[src/rtl/fifo_pkg.sv]
// -----------------------------------------------------------------------------
// fifo_pkg
// Shared constants and helpers for the read-domain FIFO packer.
//   DEF_DSIZE   : default FIFO word width
//   DEF_RATIO   : default number of FIFO words per output beat
//   KEEP_W      : m_keep width for the default configuration
//   lane_cnt_w  : width of a counter that can hold 0..ratio inclusive
// -----------------------------------------------------------------------------
package fifo_pkg;

    localparam int DEF_DSIZE = 8;
    localparam int DEF_RATIO = 4;
    localparam int KEEP_W    = DEF_RATIO;

    // One extra bit over clog2 so the counter can represent "ratio" itself.
    function automatic int lane_cnt_w(input int ratio);
        return $clog2(ratio) + 1;
    endfunction

endpackage

[src/rtl/fifo_rd_packer_if.sv]
// -----------------------------------------------------------------------------
// fifo_rd_packer_if
// Output beat stream of the FIFO read packer.
//   m_valid : beat valid (driven by master)
//   m_ready : sink ready (driven by slave)
//   m_data  : packed beat, lane i = m_data[i*DSIZE +: DSIZE]
//   m_keep  : per-lane valid mask
// Handshake: a beat transfers on a clock edge where m_valid & m_ready. Once
// m_valid is high it stays high, and m_data/m_keep stay stable, until that
// transfer happens; m_ready may change freely and never depends on m_valid.
// -----------------------------------------------------------------------------
interface fifo_rd_packer_if
    import fifo_pkg::*;
#(
    parameter int DSIZE = DEF_DSIZE,
    parameter int RATIO = DEF_RATIO
);

    logic                   m_valid;
    logic                   m_ready;
    logic [DSIZE*RATIO-1:0] m_data;
    logic [RATIO-1:0]       m_keep;

    modport master (
        output m_valid,
        output m_data,
        output m_keep,
        input  m_ready
    );

    modport slave (
        input  m_valid,
        input  m_data,
        input  m_keep,
        output m_ready
    );

endinterface

[src/rtl/fifo_rd_skid2.sv]
// -----------------------------------------------------------------------------
// fifo_rd_skid2
// Two-entry valid/ready buffer. The producer pushes without a ready signal;
// the upstream pop controller guarantees a push never arrives while both
// entries are occupied and no pop happens in the same cycle.
//   clk, rst   : clock, synchronous active-high reset
//   in_valid   : push a word this cycle
//   in_data    : word to push
//   out_valid  : head entry valid (buffer not empty)
//   out_ready  : consumer accepts head this cycle
//   out_data   : head entry, held stable until popped
//   count      : number of occupied entries (0..2)
// -----------------------------------------------------------------------------
module fifo_rd_skid2 #(
    parameter int W = 8
) (
    input  logic         clk,
    input  logic         rst,
    input  logic         in_valid,
    input  logic [W-1:0] in_data,
    output logic         out_valid,
    input  logic         out_ready,
    output logic [W-1:0] out_data,
    output logic [1:0]   count
);

    logic [W-1:0] head_q, head_d;
    logic [W-1:0] tail_q, tail_d;
    logic [1:0]   cnt_q,  cnt_d;
    logic         pop;

    assign pop = (cnt_q != 2'd0) && out_ready;

    always_comb begin
        head_d = head_q;
        tail_d = tail_q;
        cnt_d  = cnt_q;
        case ({in_valid, pop})
            2'b10: begin
                if (cnt_q == 2'd0) begin
                    head_d = in_data;
                    cnt_d  = 2'd1;
                end else if (cnt_q == 2'd1) begin
                    tail_d = in_data;
                    cnt_d  = 2'd2;
                end
            end
            2'b01: begin
                head_d = tail_q;
                cnt_d  = cnt_q - 2'd1;
            end
            2'b11: begin
                // Count is unchanged; the new word lands behind whatever remains.
                if (cnt_q == 2'd1) begin
                    head_d = in_data;
                end else begin
                    head_d = tail_q;
                    tail_d = in_data;
                end
            end
            default: ;
        endcase
    end

    always_ff @(posedge clk) begin
        if (rst) begin
            head_q <= '0;
            tail_q <= '0;
            cnt_q  <= 2'd0;
        end else begin
            head_q <= head_d;
            tail_q <= tail_d;
            cnt_q  <= cnt_d;
        end
    end

    assign out_valid = (cnt_q != 2'd0);
    assign out_data  = head_q;
    assign count     = cnt_q;

endmodule

[src/rtl/fifo_rd_packer.sv]
// -----------------------------------------------------------------------------
// fifo_rd_packer
// Pops DSIZE-bit words from the read side of a dual-clock FIFO (data returns
// one cycle after the pop), packs RATIO consecutive words into one beat with
// the first word in lane 0, and presents beats on a valid/ready stream through
// a 2-entry buffer. Output back-pressure throttles pops; no word is dropped.
//   rclk     : read-domain clock
//   rrst     : synchronous active-high reset
//   rinc     : pop request to the FIFO
//   rdata    : FIFO read data, valid the cycle after an accepted pop
//   rempty   : FIFO empty flag
//   m_if     : output beat stream (master modport)
//   lane_cnt : words currently held in the partial pack register (debug)
// Optional build macro FIFO_RD_PACK_FLUSH_EN: when defined, a partial beat is
// flushed (with a partial m_keep) after FLUSH_CYCLES idle cycles. When not
// defined a partial beat waits for more words and m_keep is always all ones.
// -----------------------------------------------------------------------------
module fifo_rd_packer
    import fifo_pkg::*;
#(
    parameter int DSIZE        = DEF_DSIZE,
    parameter int RATIO        = DEF_RATIO,
    parameter int FLUSH_CYCLES = 16,
    localparam int LCW         = lane_cnt_w(RATIO),
    localparam int BW          = DSIZE * RATIO
) (
    input  logic             rclk,
    input  logic             rrst,
    output logic             rinc,
    input  logic [DSIZE-1:0] rdata,
    input  logic             rempty,
    fifo_rd_packer_if.master m_if,
    output logic [LCW-1:0]   lane_cnt
);

    logic [LCW-1:0]  lane_cnt_q, lane_cnt_d;
    logic            inflight_q, inflight_d;
    logic [BW-1:0]   pack_q,     pack_d;

    logic [1:0]      buf_cnt;
    logic            push_valid;
    logic [BW-1:0]   push_data;
    logic [RATIO-1:0] push_keep;
    logic [BW+RATIO-1:0] buf_out;

    logic [LCW:0]    fill;
    logic            allow;
    logic            pop_acc;
    logic [BW-1:0]   beat;
    logic            last_lane;

    // ---------------- pop controller ----------------
    // With one buffered beat, only pop while the word in hand plus the one in
    // flight cannot complete a beat before the buffer has room again.
    assign fill  = {1'b0, lane_cnt_q} + {{LCW{1'b0}}, inflight_q};
    assign allow = (buf_cnt == 2'd0) ||
                   ((buf_cnt == 2'd1) && (fill < (LCW+1)'(RATIO - 1)));

    assign rinc    = ~rempty & ~rrst & allow;
    assign pop_acc = rinc & ~rempty;

    // ---------------- packing ----------------
    assign last_lane = inflight_q && (lane_cnt_q == LCW'(RATIO - 1));

    always_comb begin
        beat = pack_q;
        if (inflight_q) begin
            beat[int'(lane_cnt_q) * DSIZE +: DSIZE] = rdata;
        end
    end

`ifdef FIFO_RD_PACK_FLUSH_EN
    localparam int IW = $clog2(FLUSH_CYCLES + 1);

    logic [IW-1:0] idle_q, idle_d;
    logic          flush_go;

    // The counter saturates at FLUSH_CYCLES so a flush blocked by a full
    // buffer fires as soon as an entry frees up.
    assign flush_go = (idle_q == IW'(FLUSH_CYCLES)) && !inflight_q &&
                      (lane_cnt_q != '0) && (buf_cnt != 2'd2);

    always_comb begin
        idle_d = idle_q;
        if (pop_acc || flush_go) begin
            idle_d = '0;
        end else if ((lane_cnt_q != '0) && !inflight_q &&
                     (idle_q != IW'(FLUSH_CYCLES))) begin
            idle_d = idle_q + IW'(1);
        end
    end

    always_ff @(posedge rclk) begin
        if (rrst) begin
            idle_q <= '0;
        end else begin
            idle_q <= idle_d;
        end
    end
`else
    logic flush_go;
    assign flush_go = 1'b0;
`endif

    always_comb begin
        pack_d     = beat;
        lane_cnt_d = lane_cnt_q + {{(LCW-1){1'b0}}, inflight_q};
        inflight_d = pop_acc;
        push_valid = 1'b0;
        push_data  = beat;
        push_keep  = '1;
        if (last_lane) begin
            push_valid = 1'b1;
            pack_d     = '0;
            lane_cnt_d = '0;
        end else if (flush_go) begin
            // Flush never coincides with a capture (it requires inflight=0),
            // so pack_q already holds exactly lane_cnt words, rest zero.
            push_valid = 1'b1;
            push_data  = pack_q;
            for (int i = 0; i < RATIO; i++) begin
                push_keep[i] = (i < int'(lane_cnt_q));
            end
            pack_d     = '0;
            lane_cnt_d = '0;
        end
    end

    always_ff @(posedge rclk) begin
        if (rrst) begin
            lane_cnt_q <= '0;
            inflight_q <= 1'b0;
            pack_q     <= '0;
        end else begin
            lane_cnt_q <= lane_cnt_d;
            inflight_q <= inflight_d;
            pack_q     <= pack_d;
        end
    end

    // ---------------- output buffer ----------------
    fifo_rd_skid2 #(
        .W (BW + RATIO)
    ) u_buf (
        .clk       (rclk),
        .rst       (rrst),
        .in_valid  (push_valid),
        .in_data   ({push_keep, push_data}),
        .out_valid (m_if.m_valid),
        .out_ready (m_if.m_ready),
        .out_data  (buf_out),
        .count     (buf_cnt)
    );

    assign m_if.m_keep = buf_out[BW +: RATIO];
    assign m_if.m_data = buf_out[BW-1:0];
    assign lane_cnt    = lane_cnt_q;

endmodule

[src/flat_wrapper.sv]
// flat-port wrapper written by rule: the top's interface ports become plain ports
module fifo_rd_packer_flat import fifo_pkg::*;
#(
    parameter int DSIZE        = DEF_DSIZE,
    parameter int RATIO        = DEF_RATIO,
    parameter int FLUSH_CYCLES = 16,
    localparam int LCW         = lane_cnt_w(RATIO),
    localparam int BW          = DSIZE * RATIO
)
  (rclk, rrst, rinc, rdata, rempty, lane_cnt, m_if_m_valid, m_if_m_data, m_if_m_keep, m_if_m_ready);
  fifo_rd_packer_if #(.DSIZE(DSIZE), .RATIO(RATIO)) m_if_i ();
  input  logic rclk;
  input  logic rrst;
  output logic rinc;
  input  logic [DSIZE-1:0] rdata;
  input  logic rempty;
  output logic [LCW-1:0] lane_cnt;
  output wire logic [$bits(m_if_i.m_valid)-1:0] m_if_m_valid;
  output wire logic [$bits(m_if_i.m_data)-1:0] m_if_m_data;
  output wire logic [$bits(m_if_i.m_keep)-1:0] m_if_m_keep;
  input wire logic [$bits(m_if_i.m_ready)-1:0] m_if_m_ready;
  assign m_if_m_valid = m_if_i.m_valid;
  assign m_if_m_data = m_if_i.m_data;
  assign m_if_m_keep = m_if_i.m_keep;
  assign m_if_i.m_ready = m_if_m_ready;
  fifo_rd_packer #(.DSIZE(DSIZE), .RATIO(RATIO), .FLUSH_CYCLES(FLUSH_CYCLES)) u_core (.rclk(rclk), .rrst(rrst), .rinc(rinc), .rdata(rdata), .rempty(rempty), .m_if(m_if_i), .lane_cnt(lane_cnt));
endmodule
[config.mk]
export PLATFORM = sky130hd
export DESIGN_NAME = fifo_rd_packer_flat
export DESIGN_NICKNAME = d
export VERILOG_FILES = /design/src/rtl/fifo_pkg.sv /design/src/rtl/fifo_rd_packer_if.sv /design/src/rtl/fifo_rd_skid2.sv /design/src/rtl/fifo_rd_packer.sv /design/src/flat_wrapper.sv
export SDC_FILE = /design/constraint.sdc
export NUM_CORES = 1
export LEC_CHECK = 0
export ABC_AREA = 1
export CAP_MARGIN = 20
export CORE_UTILIZATION = 57
export DETAILED_ROUTE_END_ITERATION = 7
export PLACE_DENSITY = 0.89
export SKIP_LAST_GASP = 1
export SYNTH_ARGS = -nofsm -noshare
export SYNTH_HDL_FRONTEND = slang
export SYNTH_HIERARCHICAL = 1
export SYNTH_SLANG_ARGS = --single-unit
[constraint.sdc]
create_clock -name rclk -period 5.8 [get_ports rclk]
set_clock_uncertainty 0.15 [all_clocks]
set_input_delay 1.74 -clock rclk [delete_from_list [all_inputs] [get_ports rclk]]
set_output_delay 1.74 -clock rclk [all_outputs]
set_load 0.02 [all_outputs]
* Yosys cells after proc, flatten, opt, wreduce, memory -nomap -nowiden
Index checks and enable logic that the tools add are counted.
Storage, ports and cells: bits in registers 110, input port bits 12
Operators by class: add/subtract/negate cells 4, magnitude comparators 1, equality and inequality tests 9, shifts and indexed selects 2, mux-type cells 12, bitwise gates (word level) 5, reductions and logical operators 13
Operators by type and width (number):
- 2-to-1 mux 36 bit | 4
- one-hot mux 36 bit (3 select lines) | 1
- one-hot mux 36 bit (2 select lines) | 1
- negation 6 -> 33 bit | 1
- variable shift 8 x 33 -> 32 bit (first input constant) | 1
- indexed part select 8 x 33 -> 32 bit | 1
- bitwise mux 32 bit | 1
- 2-to-1 mux 32 bit | 1
- nonzero test 2 bit | 3
- adder 3 x 1 -> 4 bit | 1
- equality test 2 x 1 -> 1 bit (second input constant) | 2
- equality test 2 bit (second input constant) | 2
- < comparator 4 x 2 -> 1 bit (second input constant) | 1
- 2-to-1 mux 2 bit | 2
- inequality test 2 bit (second input constant) | 2
- one-hot mux 2 bit (2 select lines) | 1
- AND reduction 2 bit | 2
- adder 3 x 1 -> 3 bit | 1
- bitwise AND 1 bit | 3
- equality test 3 x 2 -> 1 bit (second input constant) | 1
- logical AND 1 bit | 3
- inequality test 3 x 1 -> 1 bit (second input constant) | 1
- AND reduction 3 bit | 1
- nonzero test 3 bit | 1
- 7 further kinds | 8

* Longest topological paths before layout
Gate-level depths: netlist of run 1.
depth after elaboration 7, mapped depth 17, depth with buffers taken out 16

* By module
The synthesis of run 1 kept the hierarchy.
By module, submodules not included:
- fifo_rd_skid2 | times used 1, cells each 768, area an instance 4456.8 sq um, seq. area each 1481.4 sq um
- fifo_rd_packer | times used 1, cells each 246, area an instance 1696.6 sq um, seq. area each 720.7 sq um

* Least setup slack after synthesis of run 1
No wires, ideal clock.
path type input-to-output, start input rrst, end output rinc, data arrival time 2472 ps, slack 1438 ps, stages on the path 2, cells stage by stage or3_1 a21oi_1
On the way: longest elaborated chain between the ends 3
Ends and longest elaborated chain:
- start, declared | RTL line flat_wrapper.sv:13 | input logic rrst;
- inverter 1 bit | RTL line fifo_rd_packer.sv:59 | assign rinc = ~rempty & ~rrst & allow;
- bitwise AND 1 bit (2 in series) | RTL line fifo_rd_packer.sv:59
- end, declared | RTL line flat_wrapper.sv:14 | output logic rinc;
Every way passes these cells.

* Worst setup path after layout of run 1
start input rempty, end output rinc
On the way: longest elaborated chain between the ends 3
Ends and longest elaborated chain:
- start, declared | RTL line flat_wrapper.sv:16 | input logic rempty;
- inverter 1 bit | RTL line fifo_rd_packer.sv:59
- bitwise AND 1 bit (2 in series) | RTL line fifo_rd_packer.sv:59
Every way passes these cells.

==> results of run 1 <==
logic make-up after synthesis:
logic type,Yosys count,share of synthesized area (%)
other,1,0.0609
xor gates and xnor gates,1,0.142
buffers and inverters,239,15.6
DFF,110,35.8
AOI/OAI and AO/OA,148,12.1
adders and majority gates,8,1.63
and+or+nand+nor,507,34.7
routing by layer:
metal  GRT usage [%]  wire [um]  vias up  part of all wire [%]
li1                -          -     3196                     -
met1            39.6       6870     2756                    44
met2            46.2       7030      292                    45
met3            4.78       1420       26                   9.1
met4            9.82        299        0                   1.9
met5               0          0        -                     0
stage by stage:
| step | hold WS [ns] | worst slack [ns] | total power [mW] | utilization, % | cell area [um^2] |
|---|---|---|---|---|---|
| floorplan | 0.309 | 1.44 | 1.08 | - | 6180 |
| finish | 0.321 | 0.678 | 1.66 | 66.2 | 6900 |
| CTS | 0.324 | 0.672 | 1.66 | 66.2 | 6900 |
| global placement | 0.304 | 0.686 | 1.19 | 64.4 | 6710 |
| global route | 0.329 | 0.645 | 1.74 | 66.2 | 6900 |
| detailed placement | 0.308 | 0.684 | 1.20 | 64.4 | 6710 |
state kept, by name, summed over array words and instances (netlist names):
register / flops
u_core/inflight_q: 1
u_core/lane_cnt: 3
u_core/u_buf/count: 2
u_core/u_buf/tail_q: 36
u_core/pack_q: 32
u_core/u_buf/out_data: 36
layout by cell type, fill, tap and decap left out, types with 2 or more instances in the layout:
| cell type | count |
|---|---|
| sky130_fd_sc_hd__clkbuf_1 | 2 |
| sky130_fd_sc_hd__o21ai_0 | 77 |
| sky130_fd_sc_hd__nand2_1 | 304 |
| sky130_fd_sc_hd__conb_1 | 9 |
| sky130_fd_sc_hd__ha_1 | 8 |
| sky130_fd_sc_hd__buf_4 | 10 |
| sky130_fd_sc_hd__nor2_4 | 3 |
| sky130_fd_sc_hd__dfxtp_1 | 110 |
| sky130_fd_sc_hd__inv_2 | 6 |
| sky130_fd_sc_hd__nand3_1 | 141 |
| sky130_fd_sc_hd__nand4_1 | 9 |
| sky130_fd_sc_hd__clkinvlp_4 | 2 |
| sky130_fd_sc_hd__clkdlybuf4s50_1 | 51 |
| sky130_fd_sc_hd__a21oi_1 | 69 |
| sky130_fd_sc_hd__clkbuf_8 | 10 |
| sky130_fd_sc_hd__nor2_1 | 45 |
| sky130_fd_sc_hd__nand2_2 | 2 |
| sky130_fd_sc_hd__inv_1 | 179 |
power by group through the flow:
stage          combinational (mW)  clock (mW)  sequential [mW]
4_1_cts                     0.378       0.471            0.813
5_1_grt                     0.424       0.502            0.817
2_1_floorplan               0.218           0            0.863
6_report                    0.382       0.465            0.812
3_5_place_dp                0.375           0            0.830
3_3_place_gp                0.366           0            0.829
final timing paths:
kind	endpoint	start	depth (start not counted)	slack, ns
worst max register to register	u_core/u_buf/out_data[7]	u_core/lane_cnt[0]	9	2.62
worst max-delay path	rinc	rempty	4	0.68
worst min register to register	u_core/u_buf/out_data[25]	u_core/u_buf/out_data[25]	2	0.32
worst min-delay path	u_core/u_buf/out_data[25]	u_core/u_buf/out_data[25]	2	0.32
final cells by class:
| cell class | count | area [um^2] | area share [%] |
|---|---|---|---|
| Multi-Input combinational cell | 673 | 3020 | 43.8 |
| Sequential cell | 110 | 2200 | 31.9 |
| Inverter | 187 | 703 | 10.2 |
| Timing Repair Buffer | 63 | 611 | 8.85 |
| Tap cell | 136 | 170 | 2.47 |
| Clock buffer | 12 | 145 | 2.10 |
| Clock inverter | 3 | 45.0 | 0.653 |
worst max-delay path, cell delays in order:
cell,delay (ns)
sky130_fd_sc_hd__clkdlybuf4s50_1,0.39
sky130_fd_sc_hd__or3_1,0.36
sky130_fd_sc_hd__a21oi_1,0.13
sky130_fd_sc_hd__clkdlybuf4s50_1,0.62
==> summary.md, run 1 <==
* result of the run: complete, no violations
* Setup Viol. Count Final: 0
* floorplan die width: 106 um
* Final Hold Violating Endpoints: 0
* Via Count: 6270
* antenna cells: 0
* unrepaired setup endpoints after global routing: no
* internal power component: 1.14 mW
* wirelength, routed: 15600 um
* Min-Delay Path Class: register to register
* net total in the final layout: 1064
* Post-Route Setup TNS: 0 ns
* ANT nets after route: 0
* vias in the first global route: 5575
* count of placed standard cells including taps: 1169
* CTS Root Buffer Type: sky130_fd_sc_hd__clkbuf_8
* total number of yosys warnings: 6
* number of antenna violations at the first check in global routing: 0
* Yosys top cell area share: 35.8%
* cell area after synthesis: 6150 um^2
* tightest slew margin relative to the limit: 34.3%
* overall routing resource usage: 28.9%
* worst-case vdd ir drop: 121 uV
* transition at the pin with the smallest max-transition slack: 0.985 ns
* CTS Hold Buffers Added: 0
* crit share post-route: 88.3%
* worst skew pair latency: 0.37 ns
* Clock Pin Slew Worst Setup and Hold Paths: 0.10 ns
* cell taking the most area after synthesis: sky130_fd_sc_hd__dfxtp_1
* LEAKAGE: 3.21 nW
* total of fill cells in the finished design: 951
* quantity of gates resized following cts: 0
* fin crit period: 5.12 ns
* placeable core region: 10400 um^2
* Layout area overhead: 12.1%
* ys async rst share: 0%
* crit end category: primary output
* placer congestion estimate: 0.829
* switching power summed over all nets: 0.518 mW
* Main synth FF type: sky130_fd_sc_hd__dfxtp_1
* largest net degree at the start of global routing: 60
* top cells by area, synth: sky130_fd_sc_hd__dfxtp_1 (36%), sky130_fd_sc_hd__nand2_1 (19%), sky130_fd_sc_hd__nand3_1 (11%), sky130_fd_sc_hd__inv_1 (11%), sky130_fd_sc_hd__o21ai_0 (6.3%)
* total number of clock tree sinks: 110
* highest clock rate: 195 MHz
* count of port buffers added during placement: 52
* total CTS buffers: 9
* remaining global-route overflow: 0
* top post-synthesis cells by count: sky130_fd_sc_hd__nand2_1 (304), sky130_fd_sc_hd__inv_1 (179), sky130_fd_sc_hd__nand3_1 (141)
* Cell Pwr Density: 240 nW/um^2
* part of the total power dissipated in combinational logic: 23.1%
* sequential share of the synthesized area: 35.8%
* hpwl dp: 9900 um
* synthesized area divided by synthesized cell count: 6.07 um^2
* Post-route DRC: 0
* ratio of cells with drive above 1 in the final layout: 3.72%
* clock share of power: 28.0%
* required time of the worst setup path: 3.91 ns
* fin. max-slew vios: 0
* mean number of vias per cell: 5.30
* clk buf depth: 2
* global-route wire length before repair: 26200 um
* iteration-0 DRC count of the detailed router: 581
* Switching Share: 31.2%
* full die area: 11200 um^2
* die span in y: 106 um
* number of register bits inferred by synthesis: 110
* dominant cell by count in the synthesized netlist: sky130_fd_sc_hd__nand2_1
* CTS tree: done
* Final Instance Count excl. Fillers: 1184
* sequential group share of total power: 48.9%
* number of maximum-capacitance constraint violations: 0
* routed len/inst: 13.2 um
* Worst Path Class, Setup: input pin to primary output
* Netlist cell types: 27
* number of buffers added for setup after CTS: 0
* row count: 37
* WP data arrival: 3.23 ns
* H-Tree Level Count: 3
* Post-synth EDFFs: 0
* number of top-level pins: 53
* post-synthesis cell count: 1014
* starting density of the core: 59.1%
* number of detailed-route iterations in the first pass: 7
* biggest fanout along the worst timing path: 2
* critical path startpoint category: input pin
Power figures use the tool's default switching activity.
==> inputs of run 2 (changes only) <==
SLEW_MARGIN = 5   (was not set)
==> results of run 2 <==
Same layout as run 1: the final DEF is identical, and so are final timing and power.
==> inputs of run 3 (changes only) <==
RECOVER_POWER = 50   (was not set)
==> run 3 against run 2 <==
  * The flow now finishes with violations (design-rule violations, max-capacitance violations, max-slew violations)
  * Critical path depth stayed put
  * Largest power group unchanged
  * Clock power hardly changed
  * Routed wire length hardly changed
  * Design area is 0.13% lower
  * Sequential share of layout area hardly changed
  * Critical endpoint unchanged
==> summary.md, run 3 (synthesis results as in run 1) <==
* iteration-0 DRC count of the detailed router: 605, +4.1%
* floorplan die width: 106 um, unchanged
* number of top-level pins: 53, unchanged
* Clock Pin Slew Worst Setup and Hold Paths: 0.10 ns, about the same
* global-route wire length before repair: 26200 um, unchanged
* placeable core region: 10400 um^2, unchanged
* CTS tree: done
* die span in y: 106 um, unchanged
* count of placed standard cells including taps: 1169, unchanged
* worst path setup slack after routing: 0.541 ns, -0.137 ns
* clk buf depth: 2, unchanged
* dpl ws: 0.684 ns, unchanged
* vias in the first global route: 5575, unchanged
* row count: 37, unchanged
* Final Instance Count excl. Fillers: 1184, unchanged
* count of port buffers added during placement: 52, unchanged
* Worst Path Class, Setup: input pin to primary output
* Post-route DRC: 1, +1
* number of detailed-route iterations in the first pass: 7, unchanged
* Via Count: 6329, +0.94%
* biggest fanout along the worst timing path: 2, unchanged
* number of maximum-capacitance constraint violations: 1, +1
* placer congestion estimate: 0.829, unchanged
* WP data arrival: 3.37 ns, +0.14 ns
* most common cell after layout, fill and taps aside: sky130_fd_sc_hd__nand2_1
* flop2flop setup slack: 2.58 ns, -0.04 ns
* routed len/inst: 13.2 um, about the same
* Min-Delay Path Class: register to register
* wirelength, routed: 15600 um, about the same
* crit end category: primary output
* ANT nets after route: 0, unchanged
* hpwl dp: 9900 um, unchanged
* full die area: 11200 um^2, unchanged
* tightest slew margin relative to the limit: -7.59%, -42 points
* violated checks: design-rule violations, max-capacitance violations, max-slew violations
* highest-count cells in the layout ignoring fill and taps: sky130_fd_sc_hd__nand2_1 (305), sky130_fd_sc_hd__inv_1 (179), sky130_fd_sc_hd__nand3_1 (141)
* total CTS buffers: 9, unchanged
* Layout area overhead: 12.0%
* Final Hold Violating Endpoints: 0, unchanged
* final standard cell utilization of the core: 66.2%, -0.084 points
* starting density of the core: 59.1%, unchanged
* number of antenna violations at the first check in global routing: 0, unchanged
* H-Tree Level Count: 3, unchanged
* critical path startpoint category: input pin
* mean number of vias per cell: 5.35, +0.94%
* CTS Root Buffer Type: sky130_fd_sc_hd__clkbuf_8
* largest net degree at the start of global routing: 60, unchanged
* fin crit period: 5.26 ns, +0.137 ns
* result of the run: complete, but fails checks
* remaining global-route overflow: 0, unchanged
* required time of the worst setup path: 3.91 ns, about the same
* unrepaired setup endpoints after global routing: no
* net total in the final layout: 1064, unchanged
* overall routing resource usage: 28.9%, unchanged
* worst skew pair latency: 0.37 ns, about the same
* antenna cells: 0, unchanged
* crit share post-route: 90.7%, +2.4 points
* worst-case vdd ir drop: 120 uV, -0.82%
* LEAKAGE: 3.33 nW, +3.8%
* total number of clock tree sinks: 110, unchanged
* transition at the pin with the smallest max-transition slack: 1.61 ns, +0.629 ns
* Cell Pwr Density: 239 nW/um^2, -0.55%
* quantity of gates resized following cts: 0, unchanged
* total of fill cells in the finished design: 955, +0.42%
* number of buffers added for setup after CTS: 0, unchanged
* ratio of cells with drive above 1 in the final layout: 3.53%, -0.19 points
* CTS Hold Buffers Added: 0, unchanged
* Post-Route Setup TNS: 0 ns, unchanged
* fin. max-slew vios: 29, +29
* highest clock rate: 190 MHz, -2.6%
* Setup Viol. Count Final: 0, unchanged
-- run 3: worst max-delay path: stages --
cell and delay, ns:
sky130_fd_sc_hd__dlygate4sd3_1 0.53, sky130_fd_sc_hd__or3_1 0.36, sky130_fd_sc_hd__a21oi_1 0.13, sky130_fd_sc_hd__clkdlybuf4s50_1 0.62
-- run 3: final timing paths --
kind,start,to,cells after the start
worst min-delay path,u_core/u_buf/out_data[25],u_core/u_buf/out_data[25],2
worst min register to register,u_core/u_buf/out_data[25],u_core/u_buf/out_data[25],2
worst max-delay path,rempty,rinc,4
worst max register to register,u_core/u_buf/count[0],u_core/u_buf/out_data[7],9
-- run 3: per-layer routing --
| layer | wire length, um | up-vias | track usage (%) |
|---|---|---|---|
| met5 | 0 | - | 0 |
| met4 | 312 | 0 | 9.82 |
| met3 | 1430 | 26 | 4.78 |
| met2 | 6950 | 326 | 46.2 |
| met1 | 6920 | 2779 | 39.6 |
| li1 | - | 3198 | - |
-- run 3: layout make-up --
cell class | instances | area (um^2) | area share, %
clock buffers | 12 | 145 | 2.11
clock inverters | 3 | 45.0 | 0.654
inverters | 187 | 703 | 10.2
multi-input cells | 673 | 3020 | 43.8
flip-flops and latches | 110 | 2200 | 32.0
well taps | 136 | 170 | 2.47
repair buffers | 63 | 604 | 8.77
-- run 3: per-stage QoR --
step | instance area [um^2] | hold slack (ns) | total power [mW]
after floorplan | 6180 | 0.309 | 1.08
after global placement | 6710 | 0.304 | 1.19
after detailed placement | 6710 | 0.308 | 1.20
after CTS | 6900 | 0.324 | 1.66
after global routing | 6890 | 0.326 | 1.73
final | 6890 | 0.317 | 1.65
-- run 3: power by group --
| part | switching (mW) | leakage, nW | total [mW] | internal, mW |
|---|---|---|---|---|
| Combinational | 0.244 | 2.35 | 0.372 | 0.128 |
| Sequential | 0.0186 | 0.889 | 0.811 | 0.792 |
| Clock | 0.255 | 0.0887 | 0.465 | 0.210 |
| Total | 0.518 | 3.33 | 1.65 | 1.13 |
